## config.mk

```make
export PLATFORM = sky130hd
export DESIGN_NAME = pipe_stage_reg
export DESIGN_NICKNAME = d
export VERILOG_FILES = /design/src/rtl/rv_pipe_pkg.sv /design/src/rtl/pipe_stage_reg.sv
export SDC_FILE = /design/constraint.sdc
export NUM_CORES = 1
export LEC_CHECK = 0
export ABC_AREA = 1
export ABC_CLOCK_PERIOD_IN_PS = 12100
export BUFFER_PORTS_ARGS = -buffer_cell sky130_fd_sc_hd__buf_4
export CELL_PAD_IN_SITES_DETAIL_PLACEMENT = 1
export CELL_PAD_IN_SITES_GLOBAL_PLACEMENT = 1
export CORE_UTILIZATION = 42
export DETAILED_ROUTE_END_ITERATION = 7
export GPL_TIMING_DRIVEN = 0
export PLACE_DENSITY = 0.92
export SETUP_SLACK_MARGIN = 0.5
export SYNTH_ARGS = -nofsm -noshare
export SYNTH_HDL_FRONTEND = slang
export SYNTH_SLANG_ARGS = --single-unit
```

## constraint.sdc

```tcl
create_clock -name clk -period 12.1 [get_ports clk]
set_input_delay 1.21 -clock clk [delete_from_list [all_inputs] [get_ports clk]]
set_output_delay 1.21 -clock clk [all_outputs]
set_load 0.01 [all_outputs]
```

## src/rtl/rv_pipe_pkg.sv

```systemverilog
// rtl/rv_pipe_pkg.sv - shared bundle widths and control-bit indices for rv32i stage registers
package rv_pipe_pkg;

    // IF/ID: pc, instr; control carries a single reserved bit
    localparam int IFID_CTRL_W  = 1;
    localparam int IFID_DATA_W  = 64;

    // ID/EX: RegWrite..Branch, ALUSrc, ALUOp[1:0]; pc, rs1, rs2, imm, rd, funct
    localparam int IDEX_CTRL_W  = 8;
    localparam int IDEX_DATA_W  = 137;

    // EX/MEM: alu_result, rs2_data, zero, branch_target, rd
    localparam int EXMEM_CTRL_W = 5;
    localparam int EXMEM_DATA_W = 102;

    // MEM/WB: RegWrite, MemToReg; mem_data, alu_result, rd
    localparam int MEMWB_CTRL_W = 2;
    localparam int MEMWB_DATA_W = 69;

    localparam int CTRL_REGWRITE = 0;
    localparam int CTRL_MEMTOREG = 1;
    localparam int CTRL_MEMREAD  = 2;
    localparam int CTRL_MEMWRITE = 3;
    localparam int CTRL_BRANCH   = 4;

endpackage

```

## src/rtl/pipe_stage_reg.sv

```systemverilog
// rtl/pipe_stage_reg.sv - elastic inter-stage register with flush, bubble masking and optional skid
module pipe_stage_reg
    import rv_pipe_pkg::*;
#(
    parameter int CTRL_W = EXMEM_CTRL_W,
    parameter int DATA_W = EXMEM_DATA_W,
    parameter int SKID   = 1
) (
    input  logic              clk,
    input  logic              reset,
    input  logic              flush,
    input  logic              in_valid,
    output logic              in_ready,
    input  logic [CTRL_W-1:0] in_ctrl,
    input  logic [DATA_W-1:0] in_data,
    output logic              out_valid,
    input  logic              out_ready,
    output logic [CTRL_W-1:0] out_ctrl,
    output logic [DATA_W-1:0] out_data,
    output logic [1:0]        occupancy
);

    logic              m_v;
    logic [CTRL_W-1:0] m_c;
    logic [DATA_W-1:0] m_d;
    logic              s_v;
    logic              in_fire;
    logic              out_fire;

    assign in_fire  = in_valid & in_ready;
    assign out_fire = m_v & out_ready;

    generate
        if (SKID != 0) begin : g_skid
            logic [CTRL_W-1:0] s_c;
            logic [DATA_W-1:0] s_d;

            // in_ready depends only on the skid flop, breaking the out_ready path upstream
            assign in_ready = ~s_v & ~reset;

            always_ff @(posedge clk or posedge reset) begin
                if (reset) begin
                    m_v <= 1'b0;
                    m_c <= '0;
                    m_d <= '0;
                    s_v <= 1'b0;
                    s_c <= '0;
                    s_d <= '0;
                end else if (flush) begin
                    m_v <= 1'b0;
                    s_v <= 1'b0;
                end else if (!m_v) begin
                    if (in_fire) begin
                        m_v <= 1'b1;
                        m_c <= in_ctrl;
                        m_d <= in_data;
                    end
                end else if (out_fire) begin
                    if (s_v) begin
                        m_c <= s_c;
                        m_d <= s_d;
                        s_v <= 1'b0;
                    end else if (in_fire) begin
                        m_c <= in_ctrl;
                        m_d <= in_data;
                    end else begin
                        m_v <= 1'b0;
                    end
                end else if (in_fire) begin
                    s_v <= 1'b1;
                    s_c <= in_ctrl;
                    s_d <= in_data;
                end
            end
        end else begin : g_single
            assign s_v      = 1'b0;
            assign in_ready = (~m_v | out_ready) & ~reset;

            always_ff @(posedge clk or posedge reset) begin
                if (reset) begin
                    m_v <= 1'b0;
                    m_c <= '0;
                    m_d <= '0;
                end else if (flush) begin
                    m_v <= 1'b0;
                end else if (in_fire) begin
                    m_v <= 1'b1;
                    m_c <= in_ctrl;
                    m_d <= in_data;
                end else if (out_fire) begin
                    m_v <= 1'b0;
                end
            end
        end
    endgenerate

    // Bubbles must never carry write enables downstream; data is left stale
    assign out_valid = m_v;
    assign out_ctrl  = m_v ? m_c : '0;
    assign out_data  = m_d;
    assign occupancy = {1'b0, m_v} + {1'b0, s_v};

endmodule

```

==> impl_metrics.env <==
export IMPL_internal_power_uw=1570
export IMPL_routedWlPerCell_um=16.7
export IMPL_worstPathArrival_ns=2.08
export IMPL_cts_hold_buf=0
export IMPL_crit_fanout=10
export IMPL_finalSetupTns_ns=0
export IMPL_drtIter0Drc=639
export IMPL_slew_limit_headroom_pct=48.0
export IMPL_fin_skew_ns=0.0252
export IMPL_async_reset_ff_share_pct=100
export IMPL_vias=10550
export IMPL_grt_max_degree=113
export IMPL_p_comb_share_pct=20.4
export IMPL_sequentialPowerShare_pct=43.0
export IMPL_grt_pass1_wl_um=58000
export IMPL_synth_adder_area_share_pct=0.116
export IMPL_insertion_delay_ns=0.53
export IMPL_placed_area_mm2=0.0129
export IMPL_yosys_warnings=0
export IMPL_finalCritPeriodShare_pct=27.2
export IMPL_postRouteAntennaNets=0
export IMPL_grt_pass1_vias=11424
export IMPL_clk_path_buf_depth=3
export IMPL_finalSetupViolCount=0
export IMPL_netlist_area_mm2=0.0108
export IMPL_slew_violations=0
export IMPL_clock_sinks=216
export IMPL_p_sw_share_pct=29.0
export IMPL_cts_max_level=1
export IMPL_via_per_inst=5.00
export IMPL_maxCapViolations=0
export IMPL_power_density_mw_per_mm2=160
export IMPL_first_pass_iters=5
export IMPL_synth_xor_area_share_pct=0
export IMPL_leakage_uw=0.00826
export IMPL_core_area_mm2=0.0253
export IMPL_netlist_area_leader_share_pct=50.0
export IMPL_io_buffers=222
export IMPL_fin_crit_ns=3.29
export IMPL_synth_compound_area_share_pct=5.15
export IMPL_initial_core_util_pct=42.8
export IMPL_synth_edf_count=0
export IMPL_hold_violations=0
export IMPL_cts_buffers=25
export IMPL_io_pins=223
export IMPL_power_switching_uw=641
export IMPL_hold_class="reg2reg"
export IMPL_placed_cells=2065
export IMPL_layout_drive_gt1_share_pct=17.7
export IMPL_status="finished clean"
export IMPL_cts_setup_buffers=0
export IMPL_syn_area_per_cell_um2=7.15
export IMPL_gp_congestion=0.818
export IMPL_track_usage_pct=27.5
export IMPL_syn_nets=1625
export IMPL_yosysTopAreaCell="dfrtp_1"
export IMPL_cts_resized=0
export IMPL_ys_types=15
export IMPL_critPathMostFrequentCell="buf_2"
export IMPL_clkPwrFrac_pct=36.6
export IMPL_fp_dieW_um=162
export IMPL_cts_tree="done"
export IMPL_synth_most_common_cell="nand2_1"
export IMPL_critPathKind="reg2out"
export IMPL_synth_ff_type="dfrtp_1"
export IMPL_ys_top_cells_by_count="nand2_1 (544), inv_1 (329), dfrtp_1 (216), nand3_1 (216), o21ai_0 (108)"
export IMPL_antenna_found_initial=1
export IMPL_fin_area_mm2=0.0138
export IMPL_clkTransAtPathRegs_ns=0.06
export IMPL_ys_top_cells_by_area="dfrtp_1 (50%), nand2_1 (19%), inv_1 (11%)"
export IMPL_synth_simple_gate_area_share_pct=29.3
export IMPL_irDropWorstVdd_mv=0.0818
export IMPL_setup_worst_path_end_class="output pin"
export IMPL_ys_ff_latch=216
export IMPL_synth_top_family_by_area="simple AND/OR/NAND/NOR gates"
export IMPL_synthMuxAreaShare_pct=0
export IMPL_final_cells=2112
export IMPL_cp_start_kind="flip-flop"
export IMPL_place_hpwl_um=24300
export IMPL_gr_total_overflow=0
export IMPL_rsz0062_at_grt="false"
export IMPL_ys_seq_area_share_pct=50.0
export IMPL_die_h_um=162
export IMPL_fmax_mhz=304
export IMPL_root_buffer="clkbuf_16"
export IMPL_areaGrowthSynthToFinish_pct=27.8
export IMPL_drcViolationCount=0
export IMPL_syn_inst=1512
export IMPL_worstMarginPinSlew_ns=0.779
export IMPL_die_area_mm2=0.0264
export IMPL_nets=1875
export IMPL_rows=58
export IMPL_crit_slowest_cell="dfrtp_1"
export IMPL_crit_chain="buf_2 -> buf_2 -> buf_2 -> nand2_1 -> inv_1 -> buf_4"
export IMPL_critPathMaxStageDelay_ns=0.41
export IMPL_worstPathRequired_ns=10.89
export IMPL_wirelength_um=35300
[metrics by stage]
step / util (%) / total power [uW] / hold slack, ns / setup WS [ns]
floorplan: - / 1180 / 0.449 / 4.98
global placement: 51.1 / 1380 / 0.464 / 2.33
detailed placement: 51.2 / 1410 / 0.467 / 9.18
CTS: 54.7 / 2230 / 0.483 / 8.76
global route: 54.7 / 2330 / 0.506 / 8.68
finish: 54.7 / 2210 / 0.479 / 8.81
[final cells by class]
class	count	area (um2)
repair buffers	223	1690
clock buffers	37	761
fillers	3246	11400
multi-input cells	875	3740
flip-flops and latches	216	5410
well taps	330	413
clock inverters	9	124
inverters	329	1240
plain buffers	92	440
diodes	1	2.50
[logic make-up (layout without fill, tap and decap cells)]
logic type               Yosys count  in the layout
AND/OR/NAND/NOR                  765            765
adder cells (fa/ha/maj)            1              1
flip-flops                       216            216
other                              0              1
buffers and inverters            421            690
AO/OA/AOI/OAI                    109            109
[sequential cells by signal, summed over array words and instances (netlist names)]
signal and flops:
out_valid 1, out_data 102, s_v 1, g_skid.s_d 102, g_skid.s_c 5, m_c 5
[power by group through the flow]
stage / clock (uW) / sequential, uW / combinational, uW
after floorplan: 0 / 978 / 207
after global placement: 0 / 955 / 422
after detailed placement: 0 / 961 / 449
after CTS: 824 / 952 / 458
after global routing: 847 / 969 / 510
final: 810 / 952 / 453
[metal layers]
metal	track usage, %	vias to the layer above	share of wire, %	wire, um
met1	34.3	5196	41	14500
met2	47.8	292	51	17900
li1	-	4995	-	-
met5	0	-	0	0
met3	4.81	67	5.6	1980
met4	9.82	0	2.6	934
[cell usage in the layout, fill, tap and decap left out]
| master | instances |
|---|---|
| nand3_1 | 216 |
| buf_2 | 28 |
| nor2_1 | 1 |
| nor2_4 | 1 |
| bufinv_16 | 3 |
| nand2_1 | 544 |
| nand2_2 | 1 |
| clkbuf_8 | 9 |
| a21oi_4 | 1 |
| inv_8 | 1 |
| clkinv_2 | 5 |
| dfrtp_1 | 216 |
| buf_4 | 238 |
| o21ai_0 | 108 |
| clkbuf_16 | 25 |
| inv_1 | 328 |
| buf_16 | 1 |
| nand2_4 | 2 |
| inv_6 | 1 |
| clkbuf_1 | 49 |
| ha_1 | 1 |
| buf_1 | 2 |
| diode_2 | 1 |
[final timing paths]
kind / endpoint / from / slack, ns / cells after the start
worst max-delay path: out_ctrl[3] / out_valid / 8.81 / 6
worst min-delay path: out_data[94] / out_data[94] / 0.48 / 2
worst max register to register: out_data[23] / s_v / 9.82 / 8
worst min register to register: out_data[94] / out_data[94] / 0.48 / 2
max in group asynchronous: g_skid.s_d[32] / reset / 10.25 / 3
min in group asynchronous: g_skid.s_d[86] / reset / 0.80 / 2
[worst max-delay path: cells and delay by family (launching register included)]
kind          cells  cell delay [ns]
flops             1             0.41
simple gates      1             0.08
buf+inv           5             1.05
(Power assumes the default switching activity.)
